File: src/rtl/ctrl_seq_gen.sv
// Instruction-control sequencer: fetch/decode/dispatch FSM with an interrupt entry path,
// memory and four-phase I/O waits, a per-wait timeout, and a sticky error trap.
module ctrl_seq_gen #(
    parameter int unsigned OPW   = 6,
    parameter int unsigned N_ALU = 16,
    parameter int unsigned N_MEM = 16,
    parameter int unsigned N_IO  = 4,
    parameter int unsigned TMO   = 255,
    parameter int unsigned CNT_W = 16
) (
    input  logic             g_clk,
    input  logic             g_clr,
    input  logic             run,
    input  logic             i_pending,
    input  logic             i_odv,
    input  logic             d_odv,
    input  logic [OPW-1:0]   opcode,
    input  logic             hs_in,
    output logic             hs_out,
    output logic             fetch_req,
    output logic             mem_req,
    output logic             exec_stb,
    output logic             irq_ack,
    output logic             vec_ld,
    output logic [OPW-1:0]   op_q,
    output logic [3:0]       state_o,
    output logic [1:0]       err,
    output logic [CNT_W-1:0] instr_cnt
);

    localparam int unsigned LIM_ALU = N_ALU;
    localparam int unsigned LIM_MEM = N_ALU + N_MEM;
    localparam int unsigned LIM_IO  = N_ALU + N_MEM + N_IO;
    // Counter only needs to reach TMO-1: that value marks the TMO-th cycle in a wait state.
    localparam int unsigned WAIT_W  = (TMO > 1) ? $clog2(TMO) : 1;

    typedef enum logic [3:0] {
        StIdle   = 4'd0,
        StIrq1   = 4'd1,
        StIrq2   = 4'd2,
        StFetch  = 4'd3,
        StDecode = 4'd4,
        StExec   = 4'd5,
        StMemw   = 4'd6,
        StHsreq  = 4'd7,
        StHsack  = 4'd8,
        StTrap   = 4'd9
    } state_e;

    state_e            r_state;
    logic [OPW-1:0]    r_op;
    logic [1:0]        r_err;
    logic [CNT_W-1:0]  r_cnt;
    logic [WAIT_W-1:0] r_wait;
    logic              w_tmo;

    assign w_tmo = (r_wait == WAIT_W'(TMO - 1));

    // Every transition clears the wait counter, so each wait state starts counting at zero.
    always_ff @(posedge g_clk) begin
        if (g_clr) begin
            r_state <= StIdle;
            r_op    <= '0;
            r_err   <= '0;
            r_cnt   <= '0;
            r_wait  <= '0;
        end else begin
            r_wait <= r_wait + 1'b1;
            unique case (r_state)
                StIdle: begin
                    if (run) begin
                        r_state <= i_pending ? StIrq1 : StFetch;
                        r_wait  <= '0;
                    end
                end
                StIrq1: begin
                    r_state <= StIrq2;
                    r_wait  <= '0;
                end
                StIrq2: begin
                    r_state <= StFetch;
                    r_wait  <= '0;
                end
                StFetch: begin
                    if (i_odv) begin
                        r_op    <= opcode;
                        r_state <= StDecode;
                        r_wait  <= '0;
                    end else if (w_tmo) begin
                        r_state <= StTrap;
                        r_err   <= 2'b10;
                    end
                end
                StDecode: begin
                    r_wait <= '0;
                    if (32'(r_op) < LIM_ALU) begin
                        r_state <= StExec;
                    end else if (32'(r_op) < LIM_MEM) begin
                        r_state <= StMemw;
                    end else if (32'(r_op) < LIM_IO) begin
                        r_state <= StHsreq;
                    end else begin
                        r_state <= StTrap;
                        r_err   <= 2'b01;
                    end
                end
                StExec: begin
                    r_cnt   <= r_cnt + 1'b1;
                    r_state <= StIdle;
                    r_wait  <= '0;
                end
                StMemw: begin
                    if (d_odv) begin
                        r_cnt   <= r_cnt + 1'b1;
                        r_state <= StIdle;
                        r_wait  <= '0;
                    end else if (w_tmo) begin
                        r_state <= StTrap;
                        r_err   <= 2'b10;
                    end
                end
                StHsreq: begin
                    if (hs_in) begin
                        r_state <= StHsack;
                        r_wait  <= '0;
                    end else if (w_tmo) begin
                        r_state <= StTrap;
                        r_err   <= 2'b10;
                    end
                end
                StHsack: begin
                    if (!hs_in) begin
                        r_cnt   <= r_cnt + 1'b1;
                        r_state <= StIdle;
                        r_wait  <= '0;
                    end else if (w_tmo) begin
                        r_state <= StTrap;
                        r_err   <= 2'b10;
                    end
                end
                StTrap: begin
                    r_state <= StTrap;
                end
                default: begin
                    r_state <= StIdle;
                    r_wait  <= '0;
                end
            endcase
        end
    end

    // Requests and strobes decode from the registered state alone.
    assign fetch_req = (r_state == StFetch);
    assign mem_req   = (r_state == StMemw);
    assign hs_out    = (r_state == StHsreq);
    assign exec_stb  = (r_state == StExec);
    assign irq_ack   = (r_state == StIrq1);
    assign vec_ld    = (r_state == StIrq2);
    assign op_q      = r_op;
    assign state_o   = r_state;
    assign err       = r_err;
    assign instr_cnt = r_cnt;

endmodule

File: config.mk
export PLATFORM = sky130hd
export DESIGN_NAME = ctrl_seq_gen
export DESIGN_NICKNAME = d
export VERILOG_FILES = /design/src/rtl/ctrl_seq_gen.sv
export SDC_FILE = /design/constraint.sdc
export NUM_CORES = 1
export LEC_CHECK = 0
export BUFFER_PORTS_ARGS = -buffer_cell sky130_fd_sc_hd__buf_2
export CAP_MARGIN = 15
export CORE_MARGIN = 4
export CORE_UTILIZATION = 25
export CTS_CLUSTER_DIAMETER = 100
export DETAILED_ROUTE_END_ITERATION = 8
export GPL_TIMING_DRIVEN = 1
export PLACE_DENSITY = 0.53
export SYNTH_ARGS = -nofsm -noshare
export SYNTH_HDL_FRONTEND = slang
export SYNTH_SLANG_ARGS = --single-unit
File: constraint.sdc
create_clock -name g_clk -period 2 [get_ports g_clk]
set_input_delay 0.4 -clock g_clk [delete_from_list [all_inputs] [get_ports g_clk]]
set_output_delay 0.4 -clock g_clk [all_outputs]
set_load 0.05 [all_outputs]
==> reports/qor.yml <==
status: "completed"
multi_input_area_mm2: 0.00114
power_leakage_nw: 0.954
yosys.area.top_type_share_pct: 38.5
most-common-layout-cells: "buf_2, dfxtp_1, nor2_1, nand2_1"
async_flop_share_pct: 0
grt-ovfl-total: 0
drive_gt1_share_pct: 30.9
dp_hpwl_mm: 3.64
grt_max_degree: 20
clk_latency_ns: 0.29
layout_commonest_cell: "buf_2"
ff2ff_path_depth: 6
end_kind: "primary output"
slew_violations: 0
synthTopCellsByArea: "dfxtp_1, nor2_1, xor2_1"
cts_buffer_depth: 2
crit_required_ns: 1.60
maxSlewHeadroom_pct: 75.8
drt-initial-drc-count: 77
cp_max_fo: 15
cts_tree: "built"
coreArea_mm2: 0.00725
hold_slack_ns: 0.362
remaining_drc_errors: 0
fin_skew_ns: 0.00671
final_cell_area_mm2: 0.00246
ys_warn_count: 0
finalCriticalPeriod_ns: 1.89
routedWlPerCell_um: 12.5
fillCellCount: 823
grt_pass1_wl_mm: 8.20
cts.sinks: 36
yosysSeqAreaShare_pct: 38.5
via_per_inst: 4.70
crit_arrival_ns: 1.49
synth_flop_cell: "dfxtp_1"
grtUsageTotal_pct: 11.3
area_growth_pct: 31.3
max_slew.worst_pin.slew_ns: 0.361
min_path_type: "input pin to flop"
fmax_mhz: 528
cts_htree_levels: 2
r2r_slack_ns: 0.11
synthesis.nets: 245
setup_violations: 0
start_util_pct: 25.8
pin_count: 47
startpoint: "state_o[3]"
regArea_um2: 731
synth_edf_count: 0
wirelength_mm: 4.83
nets: 303
endpoint: "fetch_req"
avgSynthCellArea_um2: 8.18
r2r_start: "state_o[0]"
dieWidth_um: 94.6
row_count: 31
vdd_drop_max_v: 0.000194
numCtsBuffers: 5
gp_congestion: 0.706
yosysUniqueCellTypes: 48
fin_crit_sh_pct: 94.7
maxCapViolCount: 0
rsz0062_at_grt: "false"
antenna_found_initial: 0
place_area_mm2: 0.00236
hold_viol: 0
clock_tree.root_cell: "clkbuf_8"
die_h_um: 94.6
reg2reg_to: "instr_cnt[5]"
antennaDiodeCount: 0
first_global_vias: 1749
ant_nets: 0
path_clk_slew_ns: 0.08
post_cts_buffers: 0
synth_seq_cells: 36
dr.pass1.iters: 5
port_buffers: 46
synth_top_area_cell: "dfxtp_1"
syn_inst: 229
synthesis.area_mm2: 0.00187
power_density_mw_per_mm2: 607
cp-start-kind: "flop"
crit_type: "flop to primary output"
vias: 1818
die_area_mm2: 0.00894
==> metal layers <==
layer / routed length (µm) / global-route usage [%] / vias to the layer above
met5: 0 / 0 / -
met4: 36 / 3.61 / 0
met3: 317 / 2.95 / 6
met2: 2180 / 17.4 / 46
met1: 2300 / 15.4 / 831
li1: - / - / 935
==> sequential cells by signal, indices dropped and copies added (netlist names) <==
signal / count
state_o: 4
instr_cnt: 16
err: 2
r_wait: 8
op_q: 6
==> synthesized netlist by cell type, types with 2 or more instances <==
master,number
a21boi_0,3
buf_1,2
nor2_1,30
nand3b_1,2
and3_1,3
clkbuf_1,8
o2111ai_1,5
nor2b_1,4
o31ai_1,2
o21ai_0,12
nand3_1,14
and4_1,2
a21oi_1,17
ha_1,3
xnor2_1,3
a32oi_1,2
or3_1,5
inv_1,4
dfxtp_1,36
o211ai_1,3
nand2_1,23
nand2b_1,4
nor3_1,6
xor2_1,12
==> through the flow <==
step	setup slack (ns)	util (%)	setup TNS [ns]	cells	total power, mW
after global placement	-0.0553	32.5	-0.0967	379	0.999
final	0.106	33.9	0	387	1.49
after detailed placement	-0.0968	32.5	-0.261	379	1.00
after floorplan	-0.0677	-	-0.219	229	0.925
after global routing	0.0159	33.9	0	387	1.58
after CTS	0.0219	33.7	0	387	1.51
==> critical path, stage by stage, from the launching register on <==
cell      delay, ns
dfxtp_2        0.32
buf_4          0.19
nand2b_1       0.17
buf_4          0.16
nor2_4         0.10
buf_2          0.26
==> timing repair <==
| action | CTS | global route |
|---|---|---|
| hold buffers | 0 | 0 |
| gates resized for setup | 0 | 5 |
| setup endpoints to repair | 0 | 4 |
==> how the worst min path moves through the flow <==
stage,to,cells past startpoint,from
3_5_place_dp,op_q[1],2,op_q[1]
2_1_floorplan,r_wait[0],1,r_wait[0]
3_3_place_gp,r_wait[0],1,r_wait[0]
5_1_grt,op_q[3],3,opcode[3]
6_report,op_q[2],3,opcode[2]
4_1_cts,op_q[2],3,opcode[2]
==> cells by family after synthesis <==
group | count (synthesis) | synth area share [%]
xor+xnor | 15 | 7.01
simple gates | 101 | 26.7
buf+inv | 16 | 3.67
compound gates | 57 | 21.5
flops | 36 | 38.5
mux | 1 | 0.601
fa+ha+maj | 3 | 2.00
==> area by class of cell <==
type                    count  share of cell area (%)
repair buffers             63                    14.9
clock inverters             3                   0.763
clock buffers               5                    2.80
inverters                   4                   0.610
multi-input cells         177                    46.2
flip-flops and latches     36                    29.7
well taps                  99                    5.04
==> report_power, final <==
| part | internal (mW) | leakage [nW] | switching [mW] | total (mW) |
|---|---|---|---|---|
| combinational | 0.0819 | 0.614 | 0.152 | 0.234 |
| sequential | 0.727 | 0.293 | 0.0241 | 0.752 |
| clock | 0.243 | 0.0479 | 0.265 | 0.507 |
Note: power is estimated with default switching activity, not from simulation.
